`config.mk`:
```
export PLATFORM = sky130hd
export DESIGN_NAME = se_lookup_arbiter
export DESIGN_NICKNAME = d
export VERILOG_FILES = /design/src/rtl/se_lookup_arbiter.sv
export SDC_FILE = /design/constraint.sdc
export NUM_CORES = 1
export LEC_CHECK = 0
export ABC_AREA = 0
export CAP_MARGIN = 40
export CORE_ASPECT_RATIO = 0.75
export CORE_MARGIN = 2
export CORE_UTILIZATION = 58
export DETAILED_ROUTE_END_ITERATION = 8
export HOLD_SLACK_MARGIN = 0.12
export PLACE_DENSITY_LB_ADDON = 0.12
export SLEW_MARGIN = 20
export SYNTH_ARGS = -nofsm -noshare
export SYNTH_HDL_FRONTEND = slang
export SYNTH_SLANG_ARGS = --single-unit
```
`constraint.sdc`:
```
create_clock -name clk -period 9.5 [get_ports clk]
set_input_delay 2.375 -clock clk [delete_from_list [all_inputs] [get_ports clk]]
set_output_delay 2.375 -clock clk [all_outputs]
set_load 0.02 [all_outputs]
```
`src/rtl/se_lookup_arbiter.sv`:
```
// Round-robin arbiter sharing one MAC search engine among NREQ frame-process ports.

// Two-entry request queue with drop-on-full push and simultaneous push/pop.
// Latency: a push is visible at rd_dat/empty on the next cycle.
// Backpressure: none upstream; pushes into a full queue are discarded (full tells the caller).
module se_lookup_fifo #(
  parameter int W = 8
) (
  input  logic         clk,
  input  logic         rst,
  input  logic         wr_en,
  input  logic [W-1:0] wr_dat,
  input  logic         rd_en,
  output logic [W-1:0] rd_dat,
  output logic         full,
  output logic         empty
);
  logic [W-1:0] mem [2];
  logic         wr_ptr;
  logic         rd_ptr;
  logic [1:0]   cnt;
  logic         do_wr;
  logic         do_rd;

  assign full   = (cnt == 2'd2);
  assign empty  = (cnt == 2'd0);
  assign do_wr  = wr_en & ~full;
  assign do_rd  = rd_en & ~empty;
  assign rd_dat = mem[rd_ptr];

  always_ff @(posedge clk) begin
    if (do_wr) mem[wr_ptr] <= wr_dat;
  end

  always_ff @(posedge clk or posedge rst) begin
    if (rst) begin
      wr_ptr <= 1'b0;
      rd_ptr <= 1'b0;
      cnt    <= 2'd0;
    end else begin
      if (do_wr) wr_ptr <= ~wr_ptr;
      if (do_rd) rd_ptr <= ~rd_ptr;
      cnt <= cnt + {1'b0, do_wr} - {1'b0, do_rd};
    end
  end
endmodule

// Queues per-port lookups and serialises them onto one search engine, round-robin.
// Latency: req pulse t -> se_req t+2; engine ack/nak k -> port ack/nak k+1; one lookup in flight.
// Backpressure: 2-deep queue per port; a request to a full queue is dropped and flagged in arb_ovf.
module se_lookup_arbiter #(
  parameter int NREQ    = 4,
  parameter int TIMEOUT = 63
) (
  input  logic              clk,
  input  logic              rst,
  input  logic [NREQ-1:0]   req_se_req,
  input  logic [NREQ*48-1:0] req_se_mac,
  input  logic [NREQ*10-1:0] req_se_hash,
  input  logic [NREQ-1:0]   req_se_source,
  input  logic [NREQ*16-1:0] req_source_portmap,
  output logic [NREQ-1:0]   req_se_ack,
  output logic [NREQ-1:0]   req_se_nak,
  output logic [15:0]       req_se_result,
  output logic              se_req,
  output logic [47:0]       se_mac,
  output logic [9:0]        se_hash,
  output logic              se_source,
  output logic [15:0]       source_portmap,
  input  logic              se_ack,
  input  logic              se_nak,
  input  logic [15:0]       se_result,
  output logic [NREQ-1:0]   arb_ovf,
  input  logic              arb_ovf_clr
);
  localparam int IW = (NREQ > 1) ? $clog2(NREQ) : 1;

  typedef struct packed {
    logic [47:0] mac;
    logic [9:0]  hash;
    logic        source;
    logic [15:0] portmap;
  } hdr_t;

  localparam int HW = $bits(hdr_t);

  typedef enum logic [3:0] {
    S_IDLE  = 4'b0001,
    S_ISSUE = 4'b0010,
    S_WAIT  = 4'b0100,
    S_RESP  = 4'b1000
  } state_t;

  state_t          state;
  state_t          nxt;
  hdr_t            q_in   [NREQ];
  hdr_t            q_head [NREQ];
  logic [NREQ-1:0] q_full;
  logic [NREQ-1:0] q_empty;
  logic [NREQ-1:0] q_pop;
  logic [IW-1:0]   rr_ptr;
  logic [IW-1:0]   grant;
  logic [NREQ-1:0] grant_oh;
  logic            pick_vld;
  logic [IW-1:0]   pick_idx;
  logic [7:0]      tmo_cnt;
  logic            tmo_hit;
  logic            resp_nak;

  for (genvar i = 0; i < NREQ; i++) begin : g_port
    assign q_in[i] = {req_se_mac[i*48 +: 48], req_se_hash[i*10 +: 10],
                      req_se_source[i], req_source_portmap[i*16 +: 16]};

    se_lookup_fifo #(.W(HW)) u_q (
      .clk    (clk),
      .rst    (rst),
      .wr_en  (req_se_req[i]),
      .wr_dat (q_in[i]),
      .rd_en  (q_pop[i]),
      .rd_dat (q_head[i]),
      .full   (q_full[i]),
      .empty  (q_empty[i])
    );
  end

  assign grant_oh = {{(NREQ-1){1'b0}}, 1'b1} << grant;
  assign tmo_hit  = (tmo_cnt == 8'(TIMEOUT));

  // Scan from rr_ptr+1 upward; descending loop lets the nearest candidate win.
  always_comb begin
    pick_vld = 1'b0;
    pick_idx = '0;
    for (int k = NREQ; k >= 1; k--) begin
      if (!q_empty[(int'(rr_ptr) + k) % NREQ]) begin
        pick_vld = 1'b1;
        pick_idx = IW'((int'(rr_ptr) + k) % NREQ);
      end
    end
  end

  always_ff @(posedge clk or posedge rst) begin
    if (rst) state <= S_IDLE;
    else     state <= nxt;
  end

  always_comb begin
    nxt = state;
    unique case (state)
      S_IDLE:  if (pick_vld) nxt = S_ISSUE;
      S_ISSUE: nxt = S_WAIT;
      S_WAIT:  if (se_ack || se_nak || tmo_hit) nxt = S_RESP;
      S_RESP:  nxt = S_IDLE;
      default: nxt = S_IDLE;
    endcase
  end

  always_comb begin
    se_req     = 1'b0;
    q_pop      = '0;
    req_se_ack = '0;
    req_se_nak = '0;
    unique case (state)
      S_ISSUE: begin
        se_req = 1'b1;
        q_pop  = grant_oh;
      end
      S_RESP: begin
        if (resp_nak) req_se_nak = grant_oh;
        else          req_se_ack = grant_oh;
      end
      default: ;
    endcase
  end

  always_ff @(posedge clk or posedge rst) begin
    if (rst) begin
      grant          <= '0;
      rr_ptr         <= '0;
      se_mac         <= '0;
      se_hash        <= '0;
      se_source      <= 1'b0;
      source_portmap <= '0;
      tmo_cnt        <= '0;
      resp_nak       <= 1'b0;
      req_se_result  <= '0;
    end else begin
      unique case (state)
        S_IDLE: begin
          if (pick_vld) begin
            grant <= pick_idx;
            {se_mac, se_hash, se_source, source_portmap} <= q_head[pick_idx];
          end
        end
        S_ISSUE: tmo_cnt <= '0;
        S_WAIT: begin
          // nak outranks ack; a timeout reports as a nak with a zero result
          if (se_nak) begin
            resp_nak      <= 1'b1;
            req_se_result <= se_result;
          end else if (se_ack) begin
            resp_nak      <= 1'b0;
            req_se_result <= se_result;
          end else if (tmo_hit) begin
            resp_nak      <= 1'b1;
            req_se_result <= 16'h0000;
          end else begin
            tmo_cnt <= tmo_cnt + 8'd1;
          end
        end
        S_RESP: rr_ptr <= grant;
        default: ;
      endcase
    end
  end

  always_ff @(posedge clk or posedge rst) begin
    if (rst) arb_ovf <= '0;
    else     arb_ovf <= (arb_ovf & ~{NREQ{arb_ovf_clr}}) | (req_se_req & q_full);
  end
endmodule

```
[Yosys cells after proc, flatten, opt, wreduce, memory -nomap -nowiden]
Memory sizes are Yosys's and may differ from the RTL's.
Index checks and enable logic that the tools add are counted.
Storage, ports and cells
  bits in registers: 128
  memory bits (writable): 600
  bits of input ports: 325
  output and inout port bits: 104
  logic and storage cells: 159
  memories: 4
Memories
  g_port[0].u_q.mem: depth 2, bits a word 75, rd ports 1, clocked after memory_dff 0, wr ports 1, RTL line 18  | logic [W-1:0] mem [2];
  g_port[1].u_q.mem: depth 2, bits a word 75, rd ports 1, clocked after memory_dff 0, wr ports 1, RTL line 18
  g_port[2].u_q.mem: depth 2, bits a word 75, rd ports 1, clocked after memory_dff 0, wr ports 1, RTL line 18
  g_port[3].u_q.mem: depth 2, bits a word 75, rd ports 1, clocked after memory_dff 0, wr ports 1, RTL line 18
Operators by class
  add/subtract/negate cells: 13
  order comparisons: 5
  eq/ne operators: 14
  shift operators: 1
  muxes and demuxes: 50
  bitwise operators: 33
  reduce and logical (&&, ||, !) cells: 16
Operators with widths (count)
  $bmux 75 s2: 1
  $mux 75: 2
  $mux 16: 3
  $mux 4: 7
  $mux 1: 24
  $mux 8: 3
  $lt 3x4->1 const B: 4
  $not 1->1: 16
  $pmux 8 s2: 1
  $pmux 4 s3: 1
  $ne 2x2->1 const B: 5
  $add 2x1->2: 4
  $add 8x1->8 const B: 1
  $and 1x1->1: 8
  $and 4x4->4: 2
  $bmux 1 s2: 4
  $eq 2x2->1 const B: 4
  $eq 8x6->1 const B: 1
  $logic_not 2->1: 4
  $mux 2: 4
  $reduce_or 2->1: 4
  $sub 2x1->2: 4
  $reduce_and 2->1: 3
  $add 2x1->2 const B: 2
  other kinds (15): 20

[Longest topological paths before layout]
  word-level depth: 14
  gate-level depth with buffers: 10
  mapped depth without buffers: 7

[Modules after synthesis]
From an unflattened synthesis, not the netlist that was laid out.
Second synthesis, totals
  cells, all modules: 1756
  area, all modules: 30083.9 µm²
By module, submodules not included
  se_lookup_fifo: instances 4, cells an instance 252, area each 5768.0 µm², sequential area each 4604.4 µm²
  se_lookup_arbiter: instances 1, cells an instance 748, area each 7011.7 µm², sequential area each 2803.9 µm²

[Worst setup path after synthesis]
Ideal clock, no wire load.
  path kind: input to register
  from: input port req_se_req[3]
  to: memory g_port[3].u_q.mem[0][0] (netlist bit) (enable)
  library setup time: 0.509 ns
  arrival: 5.594 ns
  data required time: 8.991 ns
  path slack: 3.398 ns
  cell stages on the path: 2
  path buffers: 0
  path through: nand2_1 -> nor2_1
Between the ends
  longest elaborated chain between the ends: 3
RTL lines
  start: declaration: RTL line 57  | input logic [NREQ-1:0] req_se_req,
  $and 1x1->1: RTL line 27  | assign do_wr = wr_en & ~full;
  $mux 1: RTL line 32  | if (do_wr) mem[wr_ptr] <= wr_dat;
  $mux 1 (not written as such): RTL line 32
  end: declaration: RTL line 18
Every way passes these cells.

[Final worst setup path]
  from: register state[3]
  to: output port se_req
Between the ends
  longest elaborated chain between the ends: 2
RTL lines
  start: declaration: RTL line 94  | state_t state;
  start signal: assignment: RTL line 143  | else state <= nxt;
  $eq 4x2->1: RTL line 162  | unique case (state)
  $mux 1: RTL line 162
  end: declaration: RTL line 65  | output logic se_req,
Every way passes these cells.

==> metrics.csv <==
stage,metric,value,unit
timing,period_minus_slack,5.21,ns
worst_hold_path,worst_hold_path.num_cells,1,
clocking,cts_sinks,728,
worst_setup_path,ff2ff_setup_slack,6.25,ns
die,die_h,198,microns
logic_synthesis,synthesis.nets,2040,
run,maxCapViolations,0,
worst_setup_path,worstPathCellList,"or4b_1, inv_1, clkdlybuf4s50_1",
clocking,clock_latency,0.61,ns
die,dieArea,51900,sq um
worst_setup_path,crit_type,reg -> out,
logic_synthesis,muxShareOfSynthArea,12.1,%
final_layout,layout-drive-gt1-share,9.67,%
clocking,cts_repair_resize_count,0,
worst_hold_path,timing.hold.worst.class,reg -> reg,
power_and_ir_drop,leakage,12.9,nW
global_routing,grt_pass1_wl,110000,microns
logic_synthesis,yosysWarningCount,0,
worst_hold_path,hp-start,req_se_result[5],
routing,totalWireLength,74400,microns
clocking,cts_setup_buffers,0,
timing,worst_slew_pin_slew,0.910,ns
logic_synthesis,yosys.area.top_type,sky130_fd_sc_hd__edfxtp_1,
timing,slew-limit-headroom,39.3,%
power_and_ir_drop,power.share.sequential,40.9,%
worst_setup_path,timing.critical_path.slowest_stage_cell,sky130_fd_sc_hd__or4b_1,
worst_setup_path,crit_required,7.13,ns
timing,final.period_utilization,54.9,%
routing,drt_iter0_drc,1624,
final_layout,number_of_nets_at_the_end_of_the_flow,2460,
logic_synthesis,post_synth_and_or_nand_nor_area_fraction,2.43,%
placed_design,standard_cell_area_after_detailed_placement,34100,sq um
logic_synthesis,async_flop_share,17.6,%
power_and_ir_drop,pwr_density_cell,332,nW/um^2
power_and_ir_drop,p_switching,4.27,mW
logic_synthesis,synth_cell_type_count,60,
logic_synthesis,ys_ff_latch,728,
worst_hold_path,min_delay_worst_endpoint,req_se_result[5],
power_and_ir_drop,power_switching_share,35.2,%
clocking,tritoncts.num_buffers,70,
clocking,clk_path_buf_depth,3,
power_and_ir_drop,p_clk_share,22.4,%
timing,fmax,192,MHz
routing,final_antenna_net_count,0,
placed_design,dp.cells,2697,
die,floorplan.rows,70,
routing,average_via_count_per_standard_cell,6.10,
logic_synthesis,synth_area_per_cell,17.0,sq um
logic_synthesis,syn-instance-count,1706,
timing,rsz0062_at_grt,no,
logic_synthesis,netlist_top_cells_area,"sky130_fd_sc_hd__edfxtp_1 (62%), sky130_fd_sc_hd__dfrtp_1 (11%), sky130_fd_sc_hd__mux2i_1 (9.7%)",
power_and_ir_drop,pwr-share-comb,36.7,%
worst_setup_path,critPathLaunchType,flop,
logic_synthesis,synth_seq_area_share,73.0,%
worst_setup_path,critical_path.max_fanout,14,
logic_synthesis,yosys.area.top_type_share,62.0,%
worst_setup_path,crit_start,state[3],
worst_setup_path,ff2ff_path_depth,8,
timing,final_max_slew_viol_count,0,
logic_synthesis,yosys.cell_count.top_type,sky130_fd_sc_hd__edfxtp_1,
placed_design,post-dp-hpwl,48100,microns
logic_synthesis,post_synth_most_frequent_cells,"sky130_fd_sc_hd__edfxtp_1 (600), sky130_fd_sc_hd__mux2i_1 (281), sky130_fd_sc_hd__dfrtp_1 (127)",
die,floorplan.initialDensity,59.1,%
clocking,cts.htree.levels,3,
worst_setup_path,worst_path_largest_cell_delay,0.79,ns
worst_setup_path,arrival_time_reported_for_the_critical_path_endpoint,2.84,ns
power_and_ir_drop,power.internal,7.84,mW
global_routing,grt_use_total,28.9,%
logic_synthesis,synthXorXnorAreaFrac,0.663,%
logic_synthesis,synth.cell_area,29100,sq um
logic_synthesis,synthAdderAreaFrac,0.388,%
global_routing,grt-ovfl-total,0,
timing,timing.setup.tns,0,ns
logic_synthesis,ys_dominant_reg_cell,sky130_fd_sc_hd__edfxtp_1,
logic_synthesis,synth_edf_count,600,
final_layout,area_delta_synth_final,25.4,%
die,design.portCount,429,
worst_setup_path,reg2reg_from,g_port[2].u_q.cnt[1],
placed_design,placement.setup.worst_slack,4.51,ns
logic_synthesis,synth_compound_area_share,9.06,%
timing,report.final.setup_viol,0,
placed_design,routabilityCongestion,0.825,
final_layout,final_cell_area,36400,sq um
routing,vias,17339,
timing,timing_hold_violations_final,0,
clocking,clockRootBuffer,sky130_fd_sc_hd__clkbuf_16,
status,status,"finished, final reports clean",
placed_design,portBuffers,428,
routing,wire_per_inst,26.2,microns
die,std_cell_core_area,49100,sq um
worst_setup_path,critical_path.endpoint_type,output pin,
die,dieWidth,262,microns
worst_setup_path,worstReg2RegEnd,source_portmap[11],
routing,drt-pass1-iter-count,5,
global_routing,antenna_found_initial,13,
timing,finClkSkew,0.0141,ns
power_and_ir_drop,vdd_drop_max,0.000294,V
clocking,ctsHoldBuffers,0,
logic_synthesis,dominant_combinational_cell_family_by_area_after_synthesis,multiplexers,
timing,timing.final.ws_setup,4.29,ns
global_routing,maximum_number_of_pins_on_one_net_before_global_route_repair,73,
clocking,clock_tree_from_tritoncts,done,
routing,drc_errors,0,
clocking,clock_edge_transition_at_the_registers_on_the_reported_setup_and_hold_paths,0.06,ns
final_layout,finish.cell_count_without_fillers,2841,
global_routing,first_global_vias,17819,
==> how the worst max path moves through the flow <==
| stage | endpoint | slack [ns] |
|---|---|---|
| after CTS | se_req | 4.28 |
| after global routing | req_se_ack[0] | 4.20 |
| final | se_req | 4.29 |
| after detailed placement | g_port[3].u_q.mem[0][45] | 4.51 |
| after floorplan | g_port[3].u_q.mem[0][0] | 3.40 |
| after global placement | g_port[0].u_q.mem[0][53] | 4.53 |
==> layer usage <==
| layer | up-vias | track usage (%) | part of all wire [%] |
|---|---|---|---|
| li1 | 7668 | - | - |
| met1 | 8809 | 38.7 | 40 |
| met2 | 731 | 47.5 | 49 |
| met3 | 121 | 6.44 | 7.6 |
| met4 | 10 | 10.1 | 2.7 |
| met5 | - | 0 | 0.079 |
==> power groups by stage <==
stage | logic [mW] | clock network (mW) | registers (mW)
after floorplan | 2.76 | 0 | 5.03
after global placement | 4.24 | 0 | 4.97
after detailed placement | 4.42 | 0 | 5.00
after CTS | 4.43 | 2.75 | 4.95
after global routing | 4.75 | 2.89 | 5.03
final | 4.45 | 2.71 | 4.95
==> worst max-delay path: cells and delay by family (launching register included) <==
family,cells,cell delay [ns]
buf+inv,2,0.99
simple gates,1,0.79
flops,1,0.45
==> stage by stage <==
stage	total power [mW]	hold slack (ns)	utilization, %
6_report	12.1	0.502	74.1
5_1_grt	12.7	0.524	74.1
4_1_cts	12.1	0.508	73.9
3_5_place_dp	9.42	0.491	69.3
3_3_place_gp	9.21	0.482	68.9
2_1_floorplan	7.79	0.460	-
==> kinds of logic (layout without fill, tap and decap cells) <==
| family | Yosys count | count (layout) |
|---|---|---|
| muxes | 344 | 344 |
| other | 0 | 11 |
| and+or+nand+nor | 126 | 126 |
| buffers and inverters | 141 | 617 |
| adders and majority gates | 9 | 9 |
| AOI/OAI and AO/OA | 336 | 336 |
| xor gates and xnor gates | 22 | 22 |
| DFF | 728 | 728 |
==> layout make-up <==
| cell class | count | area (sq um) |
|---|---|---|
| clock buffer | 102 | 2030 |
| antenna | 11 | 27.5 |
| multi-input combinational | 837 | 7270 |
| tap | 648 | 811 |
| sequential | 728 | 21200 |
| inverter | 23 | 91.3 |
| clock inverter | 26 | 211 |
| timing repair buffer | 466 | 4750 |
| fill | 3047 | 12700 |
==> flip-flops by register name, summed over array words and instances, names as in the netlist <==
| signal | flops |
|---|---|
| g_port.u_q.mem | 600 |
| req_se_result | 16 |
| rr_ptr | 2 |
| se_hash | 10 |
| g_port.u_q.cnt | 8 |
| arb_ovf | 4 |
| g_port.u_q.wr_ptr | 4 |
| se_mac | 48 |
| se_source | 1 |
| source_portmap | 16 |
| g_port.u_q.rd_ptr | 4 |
| tmo_cnt | 8 |
| resp_nak | 1 |
| grant | 2 |
| state | 4 |
==> layout by cell type (no fill, tap or decap), types with 36 or more instances in the layout <==
| master | netlist | final |
|---|---|---|
| sky130_fd_sc_hd__o211ai_1 | 57 | 57 |
| sky130_fd_sc_hd__clkbuf_16 | 0 | 73 |
| sky130_fd_sc_hd__mux2i_1 | 281 | 281 |
| sky130_fd_sc_hd__nand2_1 | 39 | 39 |
| sky130_fd_sc_hd__o21ai_0 | 36 | 36 |
| sky130_fd_sc_hd__edfxtp_1 | 600 | 600 |
| sky130_fd_sc_hd__dfrtp_1 | 127 | 123 |
| sky130_fd_sc_hd__mux2_2 | 44 | 44 |
| sky130_fd_sc_hd__a211oi_1 | 85 | 85 |
| sky130_fd_sc_hd__clkdlybuf4s50_1 | 0 | 428 |
Power figures use the tool's default switching activity.
==> variant 1: new RTL, config.mk and constraints unchanged <==
The parameter `NREQ` goes from 4 to 2.
--- a/src/rtl/se_lookup_arbiter.sv
+++ b/src/rtl/se_lookup_arbiter.sv
@@ -49,7 +49,7 @@
 // Latency: req pulse t -> se_req t+2; engine ack/nak k -> port ack/nak k+1; one lookup in flight.
 // Backpressure: 2-deep queue per port; a request to a full queue is dropped and flagged in arb_ovf.
 module se_lookup_arbiter #(
-  parameter int NREQ    = 4,
+  parameter int NREQ    = 2,
   parameter int TIMEOUT = 63
 ) (
   input  logic              clk,
Interface: changed (8 resized); port bits go from 429 to 271. No check against the original RTL was run, so the function may have changed too.
==> variant 1 against the unedited design <==
Maximum frequency is 9.8% higher. Design area is 44% lower. Power is 44% lower. Sequential cell count is 312 lower. Setup slack better by 0.46 ns. Non-clock buffer count is 180 lower. Core utilization is 1.2 points higher. Wire length is 54% lower. Synthesized area is 45% lower. Critical endpoint unchanged.
==> variant 1: results (changes against the unedited design) <==
first-pass GRT wire length=51,410 um (was 110,400 um); Async SR Flop Fraction=0.2788 (was 0.1758); Static Leak=7.745 nW (was 12.91 nW); synthesized-area fraction occupied by xor and xnor cells=0.004373 (was 0.006632); met2 track demand over resource in global routing=0.3797 (was 0.4749); HPWL after detailed placement=21,780 um (was 48,090 um); fraction of the mapped netlist area in compound gates=0.04412 (was 0.09056); clk_skew=0.01274 ns (was 0.01409 ns); Routed wire per std cell=21.02 um (was 26.20 um); largest fanout of any net on the critical path=5 (was 14); overall track demand over capacity in global routing=0.2358 (was 0.2891); htree depth=2 (was 3); TritonCTS Buffers=38 (was 70); Final #Nets=1,409 (was 2,460); initial antenna violation count=3 (was 13); layout buffer count excluding clock buffers=286 (was 466); worst hold endpoint=source_portmap[13]$_DFFE_PP0P_ (was req_se_result[5]$_DFFE_PP0P_); non-clock buffer share of cell area=0.1430 (was 0.1305); worst-path cell with the longest stage delay=sky130_fd_sc_hd__clkdlybuf4s50_1 (was sky130_fd_sc_hd__or4b_1); DRT met1 WL=14,860 um (was 30,080 um); area post-placement=19,080 sq um (was 34,050 sq um); largest vdd supply drop=0.1964 mV (was 0.2938 mV); fraction of final layout cells with drive strength greater than 1=0.1310 (was 0.09670); share of the final layout cell area in multi-input gates=0.1866 (was 0.1995); TritonCTS sink count=416 (was 728); commonest cells in the synthesized netlist=sky130_fd_sc_hd__edfxtp_1, sky130_fd_sc_hd__mux2i_1, sky130_fd_sc_hd__dfrtp_1 (unchanged); Register-to-Register Path Depth=5 (was 8); clock latency on the worst-skew pair=0.51 ns (was 0.61 ns); portion of netlist area occupied by mux cells=0.1464 (was 0.1212); outcome=finished, final reports clean (unchanged)
## variant 1: cell count changes after synthesis, sizes merged, moves of 50 or more
| cell | before | now |
|---|---|---|
| a211oi | 86 | 0 |
| clkbuf | 68 | 8 |
| edfxtp | 600 | 300 |
| mux2i | 281 | 150 |
| nand2 | 39 | 89 |
| o211ai | 57 | 1 |
## variant 1: report_power, final
group          leakage (nW)  switching [mW]  total, mW  internal, mW
registers              4.23           0.293       2.84          2.55
clock network         0.607           0.617       1.51         0.892
logic                  2.91            1.29       2.40          1.11
## variant 1: metrics by stage
step	total power, mW	utilization	instances
final	6.748	0.7532	1613
after global routing	7.094	0.7530	1611
after CTS	6.789	0.7510	1609
after detailed placement	5.273	0.7049	1540
after global placement	5.182	0.7019	1536
after floorplan	4.422	-	951
## variant 1: critical path, delay by kind of cell, from the launching register on
kind                   cells  cell delay [ns]
buffers and inverters      2             0.78
flip-flops                 1             0.47
AND/OR/NAND/NOR            1             0.61
==> variant 2: new RTL, config.mk and constraints unchanged <==
Without the edit above. Put one more register stage on the output `arb_ovf`, without a reset. The value now appears one clock later. The other outputs are not delayed to match.
--- a/src/rtl/se_lookup_arbiter.sv
+++ b/src/rtl/se_lookup_arbiter.sv
@@ -90,6 +90,8 @@
     S_WAIT  = 4'b0100,
     S_RESP  = 4'b1000
   } state_t;
+
+  logic [NREQ-1:0] arb_ovf_s0;
 
   state_t          state;
   state_t          nxt;
@@ -214,8 +216,12 @@
   end
 
   always_ff @(posedge clk or posedge rst) begin
-    if (rst) arb_ovf <= '0;
-    else     arb_ovf <= (arb_ovf & ~{NREQ{arb_ovf_clr}}) | (req_se_req & q_full);
-  end
+    if (rst) arb_ovf_s0 <= '0;
+    else     arb_ovf_s0 <= (arb_ovf_s0 & ~{NREQ{arb_ovf_clr}}) | (req_se_req & q_full);
+  end
+  always_ff @(posedge clk) begin
+    arb_ovf <= arb_ovf_s0;
+  end
+
 endmodule
 
Check against the original RTL: not settled (the Yosys comparison gave no result); the edit may change what the design does.
==> variant 2 against the unedited design <==
Sequential share of layout area increased by 1.4 points. Critical path depth increased by 1. Wire length decreased by 3.8%. Sequential cell count increased by 4. Clock skew increased by 0.0023 ns. Non-clock buffer count decreased by 9. Power decreased by 2.6%. Count of clock-buffer cells in the layout decreased by 6. Design area decreased by 2.1%. Cell count decreased by 3.1%. Worst hold slack got worse by 0.12 ns. Setup slack got worse by 0.081 ns. Synthesized area decreased by 3.4%. Critical endpoint is now req_se_nak[0]. Largest cell class unchanged.
==> variant 2: results (changes against the unedited design) <==
synth unique cells=57 (was 60); Met3 Wirelength=6196 um (was 5666 um); multi-input combinational cell count=759 (was 837); DRT met1 WL=28,470 um (was 30,080 um); outcome=finished, final reports clean (unchanged); worst-path cell with the longest stage delay=sky130_fd_sc_hd__nor4b_1 (was sky130_fd_sc_hd__or4b_1); worst slew slack as a fraction of its limit=0.4294 (was 0.3931); average vias per placed instance=5.993 (was 6.103); area post-placement=33,160 sq um (was 34,050 sq um); number of diodes added for antenna fixing=20 (was 11); non-clock buffer share of cell area=0.1321 (was 0.1305); Crit path arrival time=2.92 ns (was 2.84 ns); M3 GR Usage=0.06729 (was 0.06442); met1 routing resource usage after global routing=0.3904 (was 0.3865); post-synth net total=1,937 (was 2,040); gate family responsible for the most delay along the worst path=simple AND/OR/NAND/NOR gates (was buffers and inverters); TritonCTS sink count=732 (was 728); total detailed-routing wirelength=71,630 um (was 74,440 um); fill cell count=2,820 (was 3,047); overall track demand over capacity in global routing=0.2853 (was 0.2891); pin count of the biggest net entering global routing=76 (was 73); clk_skew=0.01636 ns (was 0.01409 ns); HPWL after detailed placement=46,170 um (was 48,090 um); first-pass GRT wire length=105,700 um (was 110,400 um); largest vdd supply drop=0.2541 mV (was 0.2938 mV); post-synthesis sequential area ratio=0.7588 (was 0.7304); Layout clock buffers=96 (was 102); delay of the slowest cell on the worst path=0.76 ns (was 0.79 ns); Async SR Flop Fraction=0.1749 (was 0.1758); most area-consuming cells after synthesis=sky130_fd_sc_hd__edfxtp_1, sky130_fd_sc_hd__mux2_2, sky130_fd_sc_hd__dfrtp_1 (was sky130_fd_sc_hd__edfxtp_1, sky130_fd_sc_hd__dfrtp_1, sky130_fd_sc_hd__mux2i_1); initial DRC count=1,391 (was 1,624); Static Leak=12.37 nW (was 12.91 nW); total vias in the final route=16,490 (was 17,340)
variant 2: cell count changes in the layout (fill, tap and decap cells not counted), moves of 71 or more:
cell                       unedited run  this run
sky130_fd_sc_hd__mux2i_1            281         0
sky130_fd_sc_hd__a211oi_1            85         2
sky130_fd_sc_hd__o221ai_1             0        71
sky130_fd_sc_hd__o22ai_1              0        77
sky130_fd_sc_hd__mux2_2              44       301
variant 2: final timing paths:
path,slack (ns),to,start,depth (start not counted)
max in group asynchronous,6.00,g_port[2].u_q.rd_ptr$_DFFE_PP0P_,rst,4
worst min-delay path,0.38,arb_ovf[2]$_DFF_P_,arb_ovf_s0[2]$_DFF_PP0_,0
worst max register to register,6.09,se_hash[7]$_DFFE_PP0P_,g_port[3].u_q.cnt[1]$_DFF_PP0_,7
min in group asynchronous,2.25,req_se_result[12]$_DFFE_PP0P_,rst,2
worst min register to register,0.38,arb_ovf[2]$_DFF_P_,arb_ovf_s0[2]$_DFF_PP0_,0
worst max-delay path,4.21,req_se_nak[0],state[1]$_DFFE_PP0P_,4
variant 2: power by group:
group          internal [mW]  leakage [nW]  switching (mW)
clock                   1.70          1.14            1.16
combinational           1.68          4.06            2.32
sequential              4.47          7.16           0.460
variant 2: cell families (layout without fill, tap and decap cells):
group / after synthesis / after routing / synth area share
xor+xnor: 21 / 21 / 0.006552
compound gates: 269 / 269 / 0.06699
flops: 732 / 732 / 0.7588
mux: 301 / 301 / 0.1207
buf+inv: 112 / 602 / 0.01738
fa+ha+maj: 9 / 9 / 0.004011
simple gates: 159 / 159 / 0.02549
other cells: 0 / 20 / 0
